[src/rtl/clz_pipe_norm_pkg.sv]
// Shared types and elaboration-time helpers for the pipelined leading-run
// counter / normaliser.
package clz_pkg;

  typedef enum logic {
    CLZ_ZEROS = 1'b0,
    CLZ_ONES  = 1'b1
  } clz_mode_e;

  function automatic int unsigned clz_pow2(input int unsigned w);
    return 32'd1 << $clog2(w);
  endfunction

  // Earlier stages absorb the remainder when levels do not divide evenly.
  function automatic int unsigned clz_levels_in_stage(input int unsigned w,
                                                      input int unsigned n,
                                                      input int unsigned k);
    int unsigned lv;
    lv = $clog2(clz_pow2(w));
    return (lv / n) + ((k < (lv % n)) ? 32'd1 : 32'd0);
  endfunction

  function automatic int unsigned clz_first_level(input int unsigned w,
                                                  input int unsigned n,
                                                  input int unsigned k);
    int unsigned acc;
    acc = 0;
    for (int unsigned i = 0; i < k; i++) begin
      acc += clz_levels_in_stage(w, n, i);
    end
    return acc;
  endfunction

endpackage

[src/rtl/clz_pipe_norm_if.sv]
// Input/output stream bundle for clz_pipe_norm; master drives words in and
// consumes results, slave is the pipeline itself.
interface clz_pipe_norm_if #(
  parameter int unsigned W_IN  = 32,
  parameter int unsigned W_OUT = $clog2(W_IN + 1)
);
  logic             in_valid;
  logic             in_ready;
  logic [W_IN-1:0]  in_data;
  logic             in_mode;
  logic             out_valid;
  logic             out_ready;
  logic [W_OUT-1:0] out_count;
  logic             out_all;
  logic [W_IN-1:0]  out_norm;
  logic             out_mode;

  modport master (
    output in_valid, in_data, in_mode, out_ready,
    input  in_ready, out_valid, out_count, out_all, out_norm, out_mode
  );

  modport slave (
    input  in_valid, in_data, in_mode, out_ready,
    output in_ready, out_valid, out_count, out_all, out_norm, out_mode
  );
endinterface

[src/rtl/clz_pipe_norm_stage.sv]
// One pipeline stage: resolves its share of binary-split tree levels and,
// when it is the last stage, performs the normalising left shift.
module clz_pipe_stage
  import clz_pkg::*;
#(
  parameter int unsigned W_IN  = 32,
  parameter int unsigned P     = 32,
  parameter int unsigned L     = 5,
  parameter int unsigned FIRST = 0,
  parameter int unsigned NLEV  = 1,
  parameter bit          LAST  = 1'b0
) (
  input  logic            clk,
  input  logic            rst_n,
  input  logic            in_valid,
  input  logic [W_IN-1:0] in_data,
  input  clz_mode_e       in_mode,
  input  logic [L-1:0]    in_cnt,
  input  logic [P-1:0]    in_win,
  input  logic            load_next,
  output logic            load,
  output logic            valid_q,
  output logic [W_IN-1:0] data_q,
  output clz_mode_e       mode_q,
  output logic [L-1:0]    cnt_q,
  output logic [P-1:0]    win_q
);

  logic            valid_d;
  logic [W_IN-1:0] data_d;
  clz_mode_e       mode_d;
  logic [L-1:0]    cnt_d;
  logic [P-1:0]    win_d;

  logic [P-1:0]    win_v;
  logic [P-1:0]    mask;
  logic [L-1:0]    cnt_v;
  logic [W_IN-1:0] data_v;
  logic            upper_zero;
  int unsigned     h;

  assign load = ~valid_q | load_next;

  always_comb begin
    win_v      = in_win;
    cnt_v      = in_cnt;
    mask       = '0;
    upper_zero = 1'b0;
    h          = 0;
    // Window stays right-aligned; level j halves it from P>>j to P>>(j+1).
    for (int unsigned j = FIRST; j < FIRST + NLEV; j++) begin
      h          = P >> (j + 1);
      mask       = (P'(1) << h) - P'(1);
      upper_zero = ((win_v >> h) & mask) == '0;
      cnt_v      = cnt_v | (L'(upper_zero) << (L - 1 - j));
      win_v      = upper_zero ? (win_v & mask) : ((win_v >> h) & mask);
    end

    if (LAST) begin
      data_v = (~|win_v) ? '0 : (in_data << cnt_v);
    end else begin
      data_v = in_data;
    end

    valid_d = load ? in_valid : valid_q;
    data_d  = load ? data_v   : data_q;
    mode_d  = load ? in_mode  : mode_q;
    cnt_d   = load ? cnt_v    : cnt_q;
    win_d   = load ? win_v    : win_q;
  end

  always_ff @(posedge clk or negedge rst_n) begin
    if (!rst_n) begin
      valid_q <= 1'b0;
      data_q  <= '0;
      mode_q  <= CLZ_ZEROS;
      cnt_q   <= '0;
      win_q   <= '0;
    end else begin
      valid_q <= valid_d;
      data_q  <= data_d;
      mode_q  <= mode_d;
      cnt_q   <= cnt_d;
      win_q   <= win_d;
    end
  end

endmodule

[src/rtl/clz_pipe_norm.sv]
// Pipelined leading-zero/leading-one counter and normaliser with valid/ready
// handshakes and bubble-collapsing stages.
module clz_pipe_norm
  import clz_pkg::*;
#(
  parameter int unsigned W_IN     = 32,
  parameter int unsigned W_OUT    = $clog2(W_IN + 1),
  parameter int unsigned N_STAGES = 2
) (
  input logic            clk,
  input logic            rst_n,
  clz_pipe_norm_if.slave bus
);

  localparam int unsigned P = clz_pow2(W_IN);
  localparam int unsigned L = $clog2(P);

  logic [N_STAGES:0]            v;
  logic [N_STAGES:0]            ld;
  logic [N_STAGES:0][W_IN-1:0]  dat;
  logic [N_STAGES:0][L-1:0]     cnt;
  logic [N_STAGES:0][P-1:0]     win;
  clz_mode_e                    md [N_STAGES+1];

  logic [W_IN-1:0] scan;
  logic            out_all_w;

  assign md[0]  = clz_mode_e'(bus.in_mode);
  assign scan   = (md[0] == CLZ_ONES) ? ~bus.in_data : bus.in_data;
  assign v[0]   = bus.in_valid;
  assign dat[0] = bus.in_data;
  assign cnt[0] = '0;
  // Zero padding at the LSB end keeps leading-run positions unchanged.
  assign win[0] = P'(scan) << (P - W_IN);

  assign ld[N_STAGES] = ~v[N_STAGES] | bus.out_ready;
  assign bus.in_ready = ld[0];

  for (genvar k = 0; k < N_STAGES; k++) begin : g_stage
    clz_pipe_stage #(
      .W_IN (W_IN),
      .P    (P),
      .L    (L),
      .FIRST(clz_first_level(W_IN, N_STAGES, k)),
      .NLEV (clz_levels_in_stage(W_IN, N_STAGES, k)),
      .LAST (k == N_STAGES - 1)
    ) u_stage (
      .clk      (clk),
      .rst_n    (rst_n),
      .in_valid (v[k]),
      .in_data  (dat[k]),
      .in_mode  (md[k]),
      .in_cnt   (cnt[k]),
      .in_win   (win[k]),
      .load_next(ld[k+1]),
      .load     (ld[k]),
      .valid_q  (v[k+1]),
      .data_q   (dat[k+1]),
      .mode_q   (md[k+1]),
      .cnt_q    (cnt[k+1]),
      .win_q    (win[k+1])
    );
  end

  // An empty final window means the scanned word had no set bit at all.
  assign out_all_w     = v[N_STAGES] & ~|win[N_STAGES];
  assign bus.out_valid = v[N_STAGES];
  assign bus.out_all   = out_all_w;
  assign bus.out_count = out_all_w ? W_OUT'(W_IN) : W_OUT'(cnt[N_STAGES]);
  assign bus.out_norm  = dat[N_STAGES];
  assign bus.out_mode  = (md[N_STAGES] == CLZ_ONES);

endmodule

[src/flat_wrapper.sv]
// flat-port wrapper written by rule: the top's interface ports become plain ports
module clz_pipe_norm_flat import clz_pkg::*;
#(
  parameter int unsigned W_IN     = 32,
  parameter int unsigned W_OUT    = $clog2(W_IN + 1),
  parameter int unsigned N_STAGES = 2
)
  (clk, rst_n, bus_in_valid, bus_in_data, bus_in_mode, bus_out_ready, bus_in_ready, bus_out_valid, bus_out_count, bus_out_all, bus_out_norm, bus_out_mode);
  clz_pipe_norm_if #(.W_IN(W_IN), .W_OUT(W_OUT)) bus_i ();
  input logic clk;
  input logic rst_n;
  input wire logic [$bits(bus_i.in_valid)-1:0] bus_in_valid;
  input wire logic [$bits(bus_i.in_data)-1:0] bus_in_data;
  input wire logic [$bits(bus_i.in_mode)-1:0] bus_in_mode;
  input wire logic [$bits(bus_i.out_ready)-1:0] bus_out_ready;
  output wire logic [$bits(bus_i.in_ready)-1:0] bus_in_ready;
  output wire logic [$bits(bus_i.out_valid)-1:0] bus_out_valid;
  output wire logic [$bits(bus_i.out_count)-1:0] bus_out_count;
  output wire logic [$bits(bus_i.out_all)-1:0] bus_out_all;
  output wire logic [$bits(bus_i.out_norm)-1:0] bus_out_norm;
  output wire logic [$bits(bus_i.out_mode)-1:0] bus_out_mode;
  assign bus_i.in_valid = bus_in_valid;
  assign bus_i.in_data = bus_in_data;
  assign bus_i.in_mode = bus_in_mode;
  assign bus_i.out_ready = bus_out_ready;
  assign bus_in_ready = bus_i.in_ready;
  assign bus_out_valid = bus_i.out_valid;
  assign bus_out_count = bus_i.out_count;
  assign bus_out_all = bus_i.out_all;
  assign bus_out_norm = bus_i.out_norm;
  assign bus_out_mode = bus_i.out_mode;
  clz_pipe_norm #(.W_IN(W_IN), .W_OUT(W_OUT), .N_STAGES(N_STAGES)) u_core (.clk(clk), .rst_n(rst_n), .bus(bus_i));
endmodule
[config.mk]
export PLATFORM = sky130hd
export DESIGN_NAME = clz_pipe_norm_flat
export DESIGN_NICKNAME = d
export VERILOG_FILES = /design/src/rtl/clz_pipe_norm_pkg.sv /design/src/rtl/clz_pipe_norm_if.sv /design/src/rtl/clz_pipe_norm_stage.sv /design/src/rtl/clz_pipe_norm.sv /design/src/flat_wrapper.sv
export SDC_FILE = /design/constraint.sdc
export NUM_CORES = 1
export LEC_CHECK = 0
export CAP_MARGIN = 15
export CELL_PAD_IN_SITES_DETAIL_PLACEMENT = 1
export CELL_PAD_IN_SITES_GLOBAL_PLACEMENT = 1
export CORE_MARGIN = 4
export CORE_UTILIZATION = 43
export DETAILED_ROUTE_END_ITERATION = 6
export GPL_TIMING_DRIVEN = 0
export PLACE_DENSITY = 0.85
export SLEW_MARGIN = 20
export SYNTH_ARGS = -nofsm -noshare
export SYNTH_HDL_FRONTEND = slang
export SYNTH_SLANG_ARGS = --single-unit
[constraint.sdc]
create_clock -name clk -period 3 [get_ports clk]
set_input_delay 0.6 -clock clk [delete_from_list [all_inputs] [get_ports clk]]
set_output_delay 0.6 -clock clk [all_outputs]
set_load 0.02 [all_outputs]
==> reports/results.tsv <==
metric	value	unit
status	finished with violations	
failing checks	negative setup slack	
multiplexer area fraction after synthesis	0.213	
overall routing resource usage	0.250	
Top Family by Delay on Critical Path	simple AND/OR/NAND/NOR gates	
Post-Layout Cell Count	859	
clock latency on the worst-skew pair	340	ps
Post-Synth XOR/XNOR Area	0	
Period Utilization, post-route	1.02	
die height	121	um
Layout Nets	719	
worst hold slack	205	ps
Max clock buf depth	2	
Crit path arrival time	3340	ps
hold_buf cts	0	
Final Wtd Congestion	1.01	
initial antenna violation count	0	
Via-to-Cell Ratio	5.82	
DRC errors left	0	
Synth top area share	0.366	
largest net degree at the start of global routing	50	
chip width	121	um
most frequent cells in the layout	nand2_1 (128), dfrtp_1 (81), clkdlybuf4s50_1 (59)	
Antenna diodes	0	
top_reg_cell synth	dfrtp_1	
f_max	0.327	GHz
Buf/Inv on CP	3	
share of layout cells above drive strength 1	0.210	
most common cell after layout, fill and taps aside	nand2_1	
vias in the first global route	5378	
number of synthesized flops with an enable pin	0	
I/O pin count	79	
worst reg-to-reg path cell count	11	
ys async rst share	1.00	
Core Area	12600	um^2
top post-synthesis cells by area	dfrtp_1 (37%), mux2i_1 (9.2%), nand2_1 (8.7%), mux4_2 (8.1%), buf_4 (4.6%)	
Worst path max stage delay	530	ps
drt wl/cell	21.2	um
Startpoint Class	primary input	
worst path required time	3270	ps
first-pass GRT wire length	29000	um
worst hold path class	primary input to asynchronous set/reset pin	
max-slew violation count	0	
CTS H-Tree Depth	3	
crit path kind	primary input to flip-flop	
Critical path origin	bus_in_data[31]	
post-route antenna net violation count	0	
Core Rows	41	
Reg-to-Reg Start	u_core.g_stage[0].u_stage.win_q[3]	
sequential cell area fraction in the yosys report	0.366	
final setup fails	4	
port bufs	76	
GRT overflow	0	
critical path cell sequence	clkdlybuf4s15_2, or4_4, mux2i_2, and4_1, buf_6, buf_12, mux2_4, or4_1, mux2i_1, o211a_4, a32o_1	
WL final	18200	um
R2R setup slack	250	ps
slowest CP cell	or4_1	
main combinational cell family by area after synthesis	multiplexers	
min Tclk post-route	3060	ps
share of the core filled with cells	0.553	
Worst-Margin Slew	889	ps
Simple-Gate Fraction of Synth Area	0.178	
Adder-Cell Fraction of Synth Area	0	
syn_nets	625	
DP Worst Slack	-1020	ps
DP Cell Count	837	
die area	14800	um^2
Ys Warns	0	
Synth Area in Compound Gates	0.151	
CP endpoint kind	flip-flop	
DR pass1 iterations	6	
DR vias	5000	
Initial DRC Count	329	
Synth cell types	55	
final hold vios	0	
Avg Cell Area, Syn	9.42	um^2
CTS Root Cell	clkbuf_16	
synthesized cell area	5540	um^2
Static Leak	2.94	nW
worst rel slew slack	0.407	
worst reg2reg path endpoint	u_core.g_stage[1].u_stage.data_q[26]	
TritonCTS clock tree	yes	
maximum vdd ir drop	0.000305	V
clock sinks	81	
Reg clk slew, reported paths	60	ps
Post-DP HPWL	14100	um
Synth area leader	dfrtp_1	
Final Skew	6.03	ps
P per Cell Area	602	nW/um^2
RSZ-0062 raised after global routing	yes	
Initial Util	0.439	
maxcap violations	0	
number of synthesized register bits	81	
Syn Inst Count	588	
PnR worst setup slack	-62.2	ps
Layout area overhead	26.1	%
CP max FO	6	
Num CTS Buffers	9	
timing repair:
action,in CTS,in global routing
pin swaps,8,7
buffers inserted,9,0
resized for setup,60,12
setup endpoints to repair,7,28
worst register-to-register path: stages, from the launching register on:
cell      delay [ps]
dfrtp_1          350
clkbuf_1         180
a21oi_1          150
clkbuf_4         270
buf_4            260
clkbuf_4         270
mux2i_1          270
nor2b_1          260
a211oi_1         100
a211oi_1         270
a21oi_1           90
o21ai_0          200
metrics by stage:
stage                     TNS [ps]  power [mW]  instance area (um^2)
final                         -194        4.21                  6980
after CTS                    -16.2        4.21                  6960
after floorplan               -206        2.35                  5550
after global placement     -117940        2.87                  6530
after detailed placement     -8840        2.95                  6550
after global routing          -655        4.39                  6980
power breakdown:
part / switching (mW) / total [mW] / internal (mW)
registers: 0.138 / 1.40 / 1.27
clock network: 0.442 / 1.26 / 0.814
logic: 0.789 / 1.55 / 0.757
cell families after synthesis:
kind of cell,count (synthesis)
AND/OR/NAND/NOR,210
buffers and inverters,89
AO/OA/AOI/OAI,118
flip-flops,81
multiplexers,90
flip-flops by register name (all words and copies together), names as in the netlist:
| register | count |
|---|---|
| u_core.g_stage.u_stage.cnt_q | 8 |
| u_core.g_stage.u_stage.data_q | 64 |
| u_core.g_stage.u_stage.mode_q | 2 |
| u_core.g_stage.u_stage.valid_q | 2 |
| u_core.g_stage.u_stage.win_q | 5 |
cell usage after synthesis, types with 8 or more instances:
| library cell | instances |
|---|---|
| dfrtp_1 | 81 |
| clkbuf_1 | 30 |
| buf_4 | 34 |
| mux4_2 | 20 |
| mux2i_1 | 51 |
| nand2_1 | 128 |
| o21ai_0 | 33 |
| a22o_1 | 17 |
| nand4_1 | 12 |
| nand2b_1 | 8 |
| a21oi_1 | 14 |
| o22ai_1 | 10 |
| and2_1 | 9 |
| nor2_1 | 11 |
| a211oi_1 | 22 |
| nor2b_1 | 8 |
| mux2_2 | 18 |
metal layers:
metal / wire length, um / global-route usage / vias to the layer above
met1: 7470 / 0.308 / 2505
met3: 830 / 0.0326 / 40
li1: - / - / 2284
met5: 0 / 0 / -
met4: 624 / 0.102 / 0
met2: 9310 / 0.441 / 171
worst max-delay path by stage:
stage	endpoint	cells after the start
floorplan	u_core.g_stage[0].u_stage.win_q[3]	10
global placement	u_core.g_stage[0].u_stage.data_q[28]	1
detailed placement	bus_in_ready	8
CTS	u_core.g_stage[0].u_stage.win_q[3]	12
global route	u_core.g_stage[0].u_stage.win_q[3]	12
finish	u_core.g_stage[0].u_stage.win_q[3]	11
cell type report:
| class | count | area, um^2 |
|---|---|---|
| Clock inverter | 5 | 104 |
| Multi-Input combinational cell | 418 | 3050 |
| Tap cell | 172 | 215 |
| Buffer | 78 | 483 |
| Timing Repair Buffer | 86 | 833 |
| Fill cell | 1444 | 5640 |
| Inverter | 8 | 35.0 |
| Clock buffer | 11 | 233 |
| Sequential cell | 81 | 2030 |
Power figures use the tool's default switching activity.
